<file path="config.mk">
export PLATFORM = sky130hd
export DESIGN_NAME = md5_hash_core
export DESIGN_NICKNAME = d
export VERILOG_FILES = /design/src/rtl/md5_hash_core.sv
export SDC_FILE = /design/constraint.sdc
export NUM_CORES = 2
export LEC_CHECK = 0
export ABC_AREA = 1
export BUFFER_PORTS_ARGS = -buffer_cell sky130_fd_sc_hd__buf_2
export CAP_MARGIN = 40
export CELL_PAD_IN_SITES_DETAIL_PLACEMENT = 1
export CELL_PAD_IN_SITES_GLOBAL_PLACEMENT = 1
export CORE_ASPECT_RATIO = 0.8
export CORE_MARGIN = 3
export CORE_UTILIZATION = 44
export DETAILED_ROUTE_END_ITERATION = 8
export PLACE_DENSITY = 0.82
export RECOVER_POWER = 100
export SLEW_MARGIN = 20
export SYNTH_ARGS = -nofsm -noshare
export SYNTH_HDL_FRONTEND = slang
export SYNTH_SLANG_ARGS = --single-unit
</file>
<file path="constraint.sdc">
create_clock -name clk -period 10.7 [get_ports clk]
set_input_delay 0.535 -clock clk [delete_from_list [all_inputs] [get_ports clk]]
set_output_delay 0.535 -clock clk [all_outputs]
set_load 0.02 [all_outputs]
</file>
<file path="src/rtl/md5_hash_core.sv">
// Single-block MD5 engine: pads a 0..MSG_BYTES byte message internally and returns the 128-bit digest.
// Latency 64/ROUNDS_PER_CYCLE + 1 edges from the accepted start to the one-cycle done pulse; start is ignored while busy.
module md5_hash_core #(
    parameter int MSG_BYTES        = 8,
    parameter int ROUNDS_PER_CYCLE = 1,
    parameter int LEN_W            = $clog2(MSG_BYTES + 1)
) (
    input  logic                   clk,
    input  logic                   reset,
    input  logic                   start,
    input  logic [8*MSG_BYTES-1:0] msg,
    input  logic [LEN_W-1:0]       msg_len,
    output logic                   busy,
    output logic                   done,
    output logic [127:0]           hash
);

    if (MSG_BYTES < 1 || MSG_BYTES > 55) begin : g_bad_msg_bytes
        $error("md5_hash_core: MSG_BYTES must be in 1..55");
    end
    if (ROUNDS_PER_CYCLE != 1 && ROUNDS_PER_CYCLE != 2 &&
        ROUNDS_PER_CYCLE != 4 && ROUNDS_PER_CYCLE != 8) begin : g_bad_rounds
        $error("md5_hash_core: ROUNDS_PER_CYCLE must be 1, 2, 4 or 8");
    end

    localparam logic [31:0] IV_A = 32'h67452301;
    localparam logic [31:0] IV_B = 32'hefcdab89;
    localparam logic [31:0] IV_C = 32'h98badcfe;
    localparam logic [31:0] IV_D = 32'h10325476;

    typedef enum logic [1:0] {S_IDLE, S_ROUND, S_FINAL} state_t;

    state_t                 state_q, state_d;
    logic [5:0]             cnt_q, cnt_d;
    logic [31:0]            a_q, b_q, c_q, d_q;
    logic [31:0]            a_d, b_d, c_d, d_d;
    logic [8*MSG_BYTES-1:0] msg_q, msg_d;
    logic [5:0]             len_q, len_d;
    logic [127:0]           hash_q, hash_d;
    logic                   done_q, done_d;

    logic [5:0]             len_c;
    logic [7:0]             blk_b [64];
    logic [31:0]            blk_w [16];
    logic [31:0]            step_a, step_b, step_c, step_d;

    function automatic logic [31:0] k_const(input logic [5:0] i);
        case (i)
            6'd0:  k_const = 32'hd76aa478; 6'd1:  k_const = 32'he8c7b756; 6'd2:  k_const = 32'h242070db; 6'd3:  k_const = 32'hc1bdceee;
            6'd4:  k_const = 32'hf57c0faf; 6'd5:  k_const = 32'h4787c62a; 6'd6:  k_const = 32'ha8304613; 6'd7:  k_const = 32'hfd469501;
            6'd8:  k_const = 32'h698098d8; 6'd9:  k_const = 32'h8b44f7af; 6'd10: k_const = 32'hffff5bb1; 6'd11: k_const = 32'h895cd7be;
            6'd12: k_const = 32'h6b901122; 6'd13: k_const = 32'hfd987193; 6'd14: k_const = 32'ha679438e; 6'd15: k_const = 32'h49b40821;
            6'd16: k_const = 32'hf61e2562; 6'd17: k_const = 32'hc040b340; 6'd18: k_const = 32'h265e5a51; 6'd19: k_const = 32'he9b6c7aa;
            6'd20: k_const = 32'hd62f105d; 6'd21: k_const = 32'h02441453; 6'd22: k_const = 32'hd8a1e681; 6'd23: k_const = 32'he7d3fbc8;
            6'd24: k_const = 32'h21e1cde6; 6'd25: k_const = 32'hc33707d6; 6'd26: k_const = 32'hf4d50d87; 6'd27: k_const = 32'h455a14ed;
            6'd28: k_const = 32'ha9e3e905; 6'd29: k_const = 32'hfcefa3f8; 6'd30: k_const = 32'h676f02d9; 6'd31: k_const = 32'h8d2a4c8a;
            6'd32: k_const = 32'hfffa3942; 6'd33: k_const = 32'h8771f681; 6'd34: k_const = 32'h6d9d6122; 6'd35: k_const = 32'hfde5380c;
            6'd36: k_const = 32'ha4beea44; 6'd37: k_const = 32'h4bdecfa9; 6'd38: k_const = 32'hf6bb4b60; 6'd39: k_const = 32'hbebfbc70;
            6'd40: k_const = 32'h289b7ec6; 6'd41: k_const = 32'heaa127fa; 6'd42: k_const = 32'hd4ef3085; 6'd43: k_const = 32'h04881d05;
            6'd44: k_const = 32'hd9d4d039; 6'd45: k_const = 32'he6db99e5; 6'd46: k_const = 32'h1fa27cf8; 6'd47: k_const = 32'hc4ac5665;
            6'd48: k_const = 32'hf4292244; 6'd49: k_const = 32'h432aff97; 6'd50: k_const = 32'hab9423a7; 6'd51: k_const = 32'hfc93a039;
            6'd52: k_const = 32'h655b59c3; 6'd53: k_const = 32'h8f0ccc92; 6'd54: k_const = 32'hffeff47d; 6'd55: k_const = 32'h85845dd1;
            6'd56: k_const = 32'h6fa87e4f; 6'd57: k_const = 32'hfe2ce6e0; 6'd58: k_const = 32'ha3014314; 6'd59: k_const = 32'h4e0811a1;
            6'd60: k_const = 32'hf7537e82; 6'd61: k_const = 32'hbd3af235; 6'd62: k_const = 32'h2ad7d2bb; default: k_const = 32'heb86d391;
        endcase
    endfunction

    // Shift amount depends only on the round (i[5:4]) and the step position within a group of four.
    function automatic logic [4:0] s_amt(input logic [5:0] i);
        case ({i[5:4], i[1:0]})
            4'd0:  s_amt = 5'd7;  4'd1:  s_amt = 5'd12; 4'd2:  s_amt = 5'd17; 4'd3:  s_amt = 5'd22;
            4'd4:  s_amt = 5'd5;  4'd5:  s_amt = 5'd9;  4'd6:  s_amt = 5'd14; 4'd7:  s_amt = 5'd20;
            4'd8:  s_amt = 5'd4;  4'd9:  s_amt = 5'd11; 4'd10: s_amt = 5'd16; 4'd11: s_amt = 5'd23;
            4'd12: s_amt = 5'd6;  4'd13: s_amt = 5'd10; 4'd14: s_amt = 5'd15; default: s_amt = 5'd21;
        endcase
    endfunction

    function automatic logic [31:0] rotl(input logic [31:0] x, input logic [4:0] s);
        rotl = (x << s) | (x >> (6'd32 - {1'b0, s}));
    endfunction

    function automatic logic [31:0] bswap(input logic [31:0] x);
        bswap = {x[7:0], x[15:8], x[23:16], x[31:24]};
    endfunction

    always_comb begin
        if (32'(msg_len) > 32'(MSG_BYTES)) len_c = 6'(MSG_BYTES);
        else                               len_c = 6'(msg_len);
    end

    // Padded block is rebuilt from the latched message; bytes at or beyond len never reach it.
    always_comb begin
        logic [8:0] bit_len;
        bit_len = {len_q, 3'b000};
        for (int k = 0; k < 64; k++) blk_b[k] = 8'h00;
        for (int k = 0; k < MSG_BYTES; k++) begin
            if (6'(k) < len_q) blk_b[k] = msg_q[8*(MSG_BYTES-k)-1 -: 8];
        end
        for (int k = 0; k < 56; k++) begin
            if (6'(k) == len_q) blk_b[k] = 8'h80;
        end
        blk_b[56] = bit_len[7:0];
        blk_b[57] = {7'b0, bit_len[8]};
        for (int j = 0; j < 16; j++) begin
            blk_w[j] = {blk_b[4*j+3], blk_b[4*j+2], blk_b[4*j+1], blk_b[4*j]};
        end
    end

    always_comb begin
        logic [31:0] a_s, b_s, c_s, d_s, f, sum, tmp;
        logic [5:0]  i;
        logic [3:0]  g;
        a_s = a_q;
        b_s = b_q;
        c_s = c_q;
        d_s = d_q;
        f   = '0;
        sum = '0;
        tmp = '0;
        i   = '0;
        g   = '0;
        for (int j = 0; j < ROUNDS_PER_CYCLE; j++) begin
            i = cnt_q + 6'(j);
            case (i[5:4])
                2'd0:    begin f = (b_s & c_s) | (~b_s & d_s); g = i[3:0];                 end
                2'd1:    begin f = (d_s & b_s) | (~d_s & c_s); g = i[3:0] * 4'd5 + 4'd1;   end
                2'd2:    begin f = b_s ^ c_s ^ d_s;            g = i[3:0] * 4'd3 + 4'd5;   end
                default: begin f = c_s ^ (b_s | ~d_s);         g = i[3:0] * 4'd7;          end
            endcase
            sum = a_s + f + k_const(i) + blk_w[g];
            tmp = d_s;
            d_s = c_s;
            c_s = b_s;
            b_s = b_s + rotl(sum, s_amt(i));
            a_s = tmp;
        end
        step_a = a_s;
        step_b = b_s;
        step_c = c_s;
        step_d = d_s;
    end

    always_comb begin
        state_d = state_q;
        cnt_d   = cnt_q;
        a_d     = a_q;
        b_d     = b_q;
        c_d     = c_q;
        d_d     = d_q;
        msg_d   = msg_q;
        len_d   = len_q;
        hash_d  = hash_q;
        done_d  = 1'b0;
        case (state_q)
            S_IDLE: begin
                if (start) begin
                    msg_d   = msg;
                    len_d   = len_c;
                    a_d     = IV_A;
                    b_d     = IV_B;
                    c_d     = IV_C;
                    d_d     = IV_D;
                    cnt_d   = '0;
                    state_d = S_ROUND;
                end
            end
            S_ROUND: begin
                a_d   = step_a;
                b_d   = step_b;
                c_d   = step_c;
                d_d   = step_d;
                cnt_d = cnt_q + 6'(ROUNDS_PER_CYCLE);
                if (cnt_q + 6'(ROUNDS_PER_CYCLE - 1) == 6'd63) state_d = S_FINAL;
            end
            S_FINAL: begin
                hash_d  = {bswap(IV_A + a_q), bswap(IV_B + b_q), bswap(IV_C + c_q), bswap(IV_D + d_q)};
                done_d  = 1'b1;
                state_d = S_IDLE;
            end
            default: state_d = S_IDLE;
        endcase
    end

    always_ff @(posedge clk) begin
        if (reset) begin
            state_q <= S_IDLE;
            cnt_q   <= '0;
            a_q     <= '0;
            b_q     <= '0;
            c_q     <= '0;
            d_q     <= '0;
            msg_q   <= '0;
            len_q   <= '0;
            hash_q  <= '0;
            done_q  <= 1'b0;
        end else begin
            state_q <= state_d;
            cnt_q   <= cnt_d;
            a_q     <= a_d;
            b_q     <= b_d;
            c_q     <= c_d;
            d_q     <= d_d;
            msg_q   <= msg_d;
            len_q   <= len_d;
            hash_q  <= hash_d;
            done_q  <= done_d;
        end
    end

    assign busy = (state_q != S_IDLE);
    assign done = done_q;
    assign hash = hash_q;

endmodule

</file>
==> results.md <==
- Status: finished, violations left
- Failing checks: max-capacitance violations, max-slew violations
- Tcrit/Tclk final: between 90% and 100%
- Tmin final: 10.17 ns
- Post-synth EDFFs: 0
- Most used cell, CP: nand2_1
- Clock slew at reported path FFs: about 0.070 ns
- Tightest Pin Transition: approximately 3.6 ns
- Largest net degree at the start of global routing: approximately 130
- Synth area leaders: dfxtp_1 (26%), nand2_1 (11%), nand3_1 (7.7%), inv_1 (7.4%), o21ai_0 (7.0%)
- Setup TNS: 0 ns
- Leak: 0.01439 uW
- CP Launch Type: register
- Critical path endpoint category: register
- Final hold viol count: 0
- Total number of H-tree levels: 2
- Final Setup Violations: 0
- ANT cells: 0
- DR vias/cell: between 6 and 7
- WS Path Type: register to register
- Max Cap Viol: 10
- Post-Syn Nets: roughly 4800
- CORE AREA: approximately 65000 um^2
- RSZ-0062 raised after global routing: false
- Pwr Density: 206.3 nW/um^2
- Global-route wire length before repair: between 200000 and 250000 um
- Post-CTS setup buffers: 0
- WL final: 134600 um
- Layout cells sized above 1: under 10%
- Resized cells post-CTS: 0
- Post-synth top area share: between 20% and 30%
- TritonRoute pass-1 iters: 5
- Area leader, netlist: dfxtp_1
- Detail Route Antenna Nets: 0
- GRT overflow: 0
- Hold WS: 0.1956 ns
- Slew headroom: -137.3%
- Initial antenna violation count: 2
- Unique masters post-synth: 65
- Worst Path Max Fanout: 62
- CP max-delay cell: clkbuf_1
- Gpl congestion: ~1.0
- Most frequent cells after synthesis: nand2_1 (867), inv_1 (573), nor2_1 (471)
- Post-CTS Hold Fix Bufs: 0
- CP peak stage delay: 2.35 ns
- Most frequent cell after synthesis: nand2_1
- Setup Skew: around 0.038 ns
- Post-Route Utilization: 49.11%
- Buffer levels on the longest clock path: 3
- Fmax: roughly 0.098 GHz
- Yosys warnings: 0
- Total design power: 6546 uW
- Yosys reg bits: 370
- Num CTS Buffers: 43
- Clock sinks: 370
- Cell area after synthesis: ~29000 um^2
- Tot GR Track Use: 37.51%
- Num rows: 83
- Wire per inst: between 20 and 25 um
- IO Pins: 201
- Sequential share of the synthesized area: about 26%
- Nets: about 4800
- CTS tree: built
- Area Overhead vs Synth: 9.804%
- Final slew viol count: a little over 500
- Initial core utilization: 44.73%
- Clock Latency Late Sink: 0.61 ns
- Initial DRC count: approximately 3500
- Syn avg cell area: 6.387 um^2
- Vias in the first global route: around 33000
- Detailed-route via count: roughly 34000
- Die H: around 240 um
- Max VDD drop: 0.1220 mV
- Crit path DAT: 10.72 ns
- Die area: about 69000 um^2
- Top FF cell, synth: dfxtp_1
- Hold crit path type: input pin to register
- Fraction of registers with async set/reset: 0%
- Buffers added on ports: 200
- DRC errors left: 0
- DP HPWL: 103500 um
- Width of the die: roughly 290 um
- Mapped Cells: between 4000 and 5000
- Crit path required time: 11.24 ns
- Root buf cell: clkbuf_16
[layer usage]
layer  part of all wire (%)  global-route usage [%]
met1                     43                   51.15
met2                     44                   58.80
met3                    8.9                   6.650
met4                    4.6                   14.93
met5                 0.0089                       0
[power breakdown]
part | total, uW | switching, uW | leakage [uW] | internal (uW)
registers | 1610 | 142 | 0.00302 | 1470
clock network | 1500 | 671 | 0.000685 | 831
logic | 3430 | 2420 | 0.0107 | 1010
total | 6550 | 3240 | 0.0144 | 3310
[stage by stage]
step                cells  setup slack [ns]  area (um^2)
finish               5492            0.5251        31730
global route         5492           0.05199        31730
CTS                  5487            0.8988        31990
detailed placement   5411            0.9556        30600
global placement     5400             1.249        30460
floorplan            4524             3.164        28890
[registers in the layout, summed over array words and instances, names as in the netlist, named ones only]
signal,flops
hash,128
c_q,32
b_q,32
d_q,32
state_q,2
msg_q,64
done,1
a_q,32
len_q,4
cnt_q,6
[cells by family (layout without fill, tap and decap cells)]
family / count (synthesis) / after routing / share of synthesized area (%)
compound gates: 1156 / 1156 / 24.06
xor+xnor: 73 / 73 / 2.213
fa+ha+maj: 158 / 158 / 8.531
buf+inv: 835 / 953 / 11.03
flops: 370 / 370 / 25.64
mux: 1 / 1 / 0.03465
simple gates: 1931 / 1931 / 28.49
[critical path, delay by kind of cell, from the launching register on]
kind	cells	cell delay, ns
AO/OA/AOI/OAI	11	3.21
AND/OR/NAND/NOR	15	2.03
adder cells (fa/ha/maj)	3	1.47
flip-flops	1	0.47
buffers and inverters	6	2.87
[cell usage in the layout (no fill, tap or decap), drive strengths merged, types with 93 or more instances in the layout]
cell	n
clkbuf	196
nand2	875
dfxtp	370
inv	607
o21ai	477
a21oi	294
nor2	488
ha	93
buf	122
nand3	448
[final timing paths]
check | from | to | slack (ns) | cells after the start
worst min-delay path | msg[5] | msg_q[5] | 0.20 | 3
worst max register to register | cnt_q[5] | b_q[23] | 0.53 | 35
worst max-delay path | cnt_q[5] | b_q[23] | 0.53 | 35
worst min register to register | msg_q[49] | msg_q[49] | 0.46 | 2
[area by class of cell]
| type | count | area, um^2 |
|---|---|---|
| clock buffer | 55 | 1171 |
| sequential | 370 | 7407 |
| timing repair buffer | 263 | 1281 |
| tap | 850 | 1064 |
| clock inverter | 21 | 216.5 |
| inverter | 614 | 2308 |
| fill | 8914 | 32870 |
| multi-input combinational | 3319 | 18280 |
No activity file was read; power rests on OpenSTA's default activity.
